### config.mk
export PLATFORM = sky130hd
export DESIGN_NAME = hazard_ctrl
export DESIGN_NICKNAME = d
export VERILOG_FILES = /design/src/rtl/hazard_ctrl.sv
export SDC_FILE = /design/constraint.sdc
export NUM_CORES = 1
export LEC_CHECK = 0
export CAP_MARGIN = 20
export CORE_MARGIN = 2
export CORE_UTILIZATION = 39
export DETAILED_ROUTE_END_ITERATION = 12
export GPL_TIMING_DRIVEN = 1
export HOLD_SLACK_MARGIN = 0.15
export PLACE_DENSITY = 0.82
export SYNTH_ARGS = -nofsm -noshare
export SYNTH_HDL_FRONTEND = slang
export SYNTH_SLANG_ARGS = --single-unit
### constraint.sdc
create_clock -name clk -period 2 [get_ports clk]
set_clock_uncertainty 0.1 [all_clocks]
set_input_delay 0.4 -clock clk [delete_from_list [all_inputs] [get_ports clk]]
set_output_delay 0.4 -clock clk [all_outputs]
set_load 0.01 [all_outputs]
### src/rtl/hazard_ctrl.sv
// hazard_ctrl: pipeline enable/flush sequencer with EX forwarding, dmem-wait watchdog and stall counter.
module hazard_ctrl #(
  parameter int TIMEOUT = 16,
  parameter int CNT_W   = 16
) (
  input  logic             clk,
  input  logic             reset,
  input  logic [4:0]       id_rs_i,
  input  logic [4:0]       id_rt_i,
  input  logic             id_use_rs_i,
  input  logic             id_use_rt_i,
  input  logic [4:0]       ex_rs_i,
  input  logic [4:0]       ex_rt_i,
  input  logic [4:0]       ex_rd_i,
  input  logic             ex_reg_wr_i,
  input  logic             ex_mem_to_reg_i,
  input  logic [4:0]       mem_rd_i,
  input  logic             mem_reg_wr_i,
  input  logic [4:0]       wb_rd_i,
  input  logic             wb_reg_wr_i,
  input  logic             br_taken_i,
  input  logic             dmem_req_i,
  input  logic             dmem_ready_i,
  output logic             pc_en_o,
  output logic             if_id_en_o,
  output logic             id_ex_en_o,
  output logic             ex_mem_en_o,
  output logic             mem_wb_en_o,
  output logic             if_id_flush_o,
  output logic             id_ex_flush_o,
  output logic             mem_wb_flush_o,
  output logic [1:0]       fwd_a_o,
  output logic [1:0]       fwd_b_o,
  output logic             err_o,
  output logic [CNT_W-1:0] stall_cnt_o
);
  localparam logic [1:0] S_IDLE = 2'd0, S_RUN = 2'd1, S_WAIT = 2'd2, S_ERR = 2'd3;
  logic [1:0]       r_state;
  logic [7:0]       r_wait_cnt;
  logic [CNT_W-1:0] r_stall_cnt;
  logic             w_live, w_act, w_lu, w_mw;
  logic [7:0]       w_ctl;
  function automatic logic [1:0] fwd_sel(input logic [4:0] src, input logic [4:0] mrd, input logic mwr,
                                         input logic [4:0] wrd, input logic wwr);
    return (mwr && mrd != 5'd0 && mrd == src) ? 2'b10 : (wwr && wrd != 5'd0 && wrd == src) ? 2'b01 : 2'b00;
  endfunction
  assign w_live = r_state != S_IDLE;
  assign w_act  = r_state == S_RUN || r_state == S_WAIT;
  assign w_mw   = dmem_req_i && !dmem_ready_i;
  assign w_lu   = ex_mem_to_reg_i && ex_reg_wr_i && ex_rd_i != 5'd0 &&
                  ((id_use_rs_i && id_rs_i == ex_rd_i) || (id_use_rt_i && id_rt_i == ex_rd_i));
  // {pc, if_id, id_ex, ex_mem, mem_wb enables, if_id, id_ex, mem_wb flushes}
  always_comb w_ctl = !w_act ? 8'h00 : w_mw ? 8'h01 : br_taken_i ? 8'hFE : w_lu ? 8'h3A : 8'hF8;
  assign {pc_en_o, if_id_en_o, id_ex_en_o, ex_mem_en_o, mem_wb_en_o,
          if_id_flush_o, id_ex_flush_o, mem_wb_flush_o} = w_ctl;
  assign fwd_a_o     = w_live ? fwd_sel(ex_rs_i, mem_rd_i, mem_reg_wr_i, wb_rd_i, wb_reg_wr_i) : 2'b00;
  assign fwd_b_o     = w_live ? fwd_sel(ex_rt_i, mem_rd_i, mem_reg_wr_i, wb_rd_i, wb_reg_wr_i) : 2'b00;
  assign err_o       = r_state == S_ERR;
  assign stall_cnt_o = r_stall_cnt;
  always_ff @(posedge clk or negedge reset) begin
    if (!reset) begin
      r_state     <= S_IDLE;
      r_wait_cnt  <= '0;
      r_stall_cnt <= '0;
    end else begin
      case (r_state)
        S_IDLE: r_state <= S_RUN;
        S_RUN: if (w_mw) begin
          r_state    <= S_WAIT;
          r_wait_cnt <= 8'd1;
        end
        S_WAIT: if (!w_mw) begin
          r_state    <= S_RUN;
          r_wait_cnt <= '0;
        end else if (r_wait_cnt == 8'(TIMEOUT)) r_state <= S_ERR;
        else r_wait_cnt <= r_wait_cnt + 8'd1;
        default: ;
      endcase
      if (w_live && !pc_en_o && !(&r_stall_cnt)) r_stall_cnt <= r_stall_cnt + CNT_W'(1);
    end
  end
endmodule

==> metrics.yaml, run 1 <==
firstDrtPassIters: 4
clk_pin_slew_ns: 0.09
required_ns: 1.50
tns_ns: -1.884
cp.arrival_ns: 1.87
area_growth_pct: 86.20
fin_crit_sh: 1.184
cp-end-kind: "output port"
synth_area_um2: 1877
powerDensity_nw_per_um2: 965.3
die_area_um2: 5383
cts_tree: "yes"
die_y_um: 73.37
io_buffers: 74
hold_viol_final: 0
grt_pass1_wl_um: 10030
via_per_inst: 5.263
numClockSinks: 26
vdd_ir_drop_max_mv: 0.6216
final_util: 0.7448
synthesis.instances: 203
synth_ff_type: "dfrtp_1"
num_io_pins: 75
yosysWarningCount: 0
start_kind: "primary input"
insertion_delay_ns: 0.27
synth_top_cell_area_share: 0.3467
multi_input_area_um2: 1553
status: "complete, but fails checks"
drt_iter0_drc: 61
h-tree-depth: 1
rsz0062_at_grt: "true"
drt-total-wl_um: 6676
grt_antenna_before_repair: 0
cts_made_buffers: 3
drt-wirelength-per-cell_um: 17.39
ys_types: 35
die_width_um: 73.37
gp_congestion: 0.8713
finalCriticalPeriod_ns: 2.369
worstSetupPathType: "primary input to output port"
power.leakage_nw: 1.621
ys_top_cells_by_count: "38 x xnor2_1, 26 x dfrtp_1, 21 x nand2_1"
layout.area.seq_um2: 650.6
grt_pass1_vias: 2142
synth_seq_area_share: 0.3467
final.fill_count: 314
ant_nets: 0
hold_buffers: 0
layout_setup_ws_ns: -0.3690
synth_area_leader_cell: "dfrtp_1"
relSlewSlack: 0.6561
violations: "setup timing"
synth.avg_cell_area_um2: 9.245
syn_nets: 257
setup_violations: 21
drive_above_1_share: 0.4636
cap_violations: 0
tightest_slew_ns: 0.5159
design_area_um2: 3495
cp_max_fo: 3
synth_edf_count: 0
post-route-drc-count: 0
synth_seq_cells: 26
nets: 385
core-area_um2: 4692
fp-row-count: 25
start_util: 0.4000
clk_path_buf_depth: 2
clock-root-buffer: "clkbuf_8"
post-synth-top-count-cell: "xnor2_1"
synthArstFlopShare: 1.000
overflow: 0
fmax_mhz: 422.1
grt_usage: 0.2397
antenna_cells: 0
num_vias: 2021
slew_violations: 0
hp-class: "primary input to asynchronous set/reset pin"
grt_max_degree: 27
hpwl_um: 4368
synth_area_leaders: "dfrtp_1 35%, xnor2_1 18%, ha_1 5.3%, xor2_1 5.1%, nand2_1 4.2%"
post_dp_cell_area_um2: 3048
timing.hold.ws_ns: 0.3908
sequential cells by signal (all words and copies together) (netlist names):
register	count
r_state	2
r_wait_cnt	8
stall_cnt_o	16
metrics by stage:
step / std cells / power, mW / setup WS, ns
after global placement: 371 / 2.354 / -0.9415
after CTS: 382 / 3.163 / -0.3713
after global routing: 384 / 3.568 / -0.4313
after floorplan: 203 / 1.538 / -0.01925
after detailed placement: 371 / 2.408 / -1.072
final: 384 / 3.373 / -0.3690
power by group:
group	leakage (nW)	switching (mW)	total [mW]	internal, mW
sequential	0.344	0.111	0.738	0.627
clock	0.0357	0.171	0.439	0.268
combinational	1.24	1.03	2.20	1.16
cells by family after synthesis:
family	after synthesis	share of synthesized area
compound gates	19	0.08000
simple gates	84	0.2433
xor+xnor	49	0.2287
flops	26	0.3467
fa+ha+maj	8	0.05334
mux	1	0.006000
buf+inv	16	0.04200
final timing paths:
check                                  end  slack, ns  cells past startpoint           start
max                             fwd_b_o[0]      -0.37                      7     mem_rd_i[3]
min                         stall_cnt_o[3]       0.39                      2           reset
max reg2reg                stall_cnt_o[15]      -0.05                      7  stall_cnt_o[7]
min reg2reg                 stall_cnt_o[9]       0.41                      1  stall_cnt_o[9]
max in group asynchronous    r_wait_cnt[4]       1.15                      2           reset
min in group clk            stall_cnt_o[9]       0.41                      1  stall_cnt_o[9]
critical path, stage by stage:
cell	delay, ns
buf_6	0.09
or4_4	0.56
o21ai_4	0.25
buf_6	0.14
nor3_4	0.04
nor4_4	0.21
buf_2	0.18
cell usage in the layout, fill, tap and decap left out, types with 4 or more instances in the layout:
cell and instances:
and3_1 6, buf_2 15, buf_4 46, buf_6 12, clkdlybuf4s15_2 6, clkdlybuf4s50_1 25, dfrtp_1 26, dlygate4sd2_1 17
ha_1 6, inv_1 7, nand2_1 12, nand2_2 4, nand2_4 5, nand3_1 4, nand3_2 4, nand4_1 7
nor2_1 11, nor3_4 5, o21ai_0 7, or4_4 4, xnor2_1 24, xnor2_2 14, xor2_1 11
timing repair:
item,in CTS,in global routing
gates resized for setup,181,36
setup buffers,6,4
gates cloned,1,0
endpoints found under the setup margin,31,28
pin swaps,37,25
metal layers:
metal	track usage	share of wire	vias up
met2	0.4334	0.55	58
met3	0.03978	0.030	20
met1	0.2846	0.39	993
met4	0.08485	0.029	0
met5	0	0	-
li1	-	-	950
final cells by class:
cell class / instances / area share
Clock buffer: 3 / 0.01182
Clock inverter: 1 / 0.008593
Inverter: 10 / 0.01074
Multi-Input combinational cell: 161 / 0.4443
Sequential cell: 26 / 0.1862
Tap cell: 54 / 0.01933
Timing Repair Buffer: 129 / 0.3190
Power figures use the tool's default switching activity.
==> run 2, diff against run 1 <==
Settings changed: HOLD_SLACK_MARGIN 0.15 to 0.12.
==> results of run 2 <==
Same layout as run 1: the final DEF is identical, and so are final timing and power.
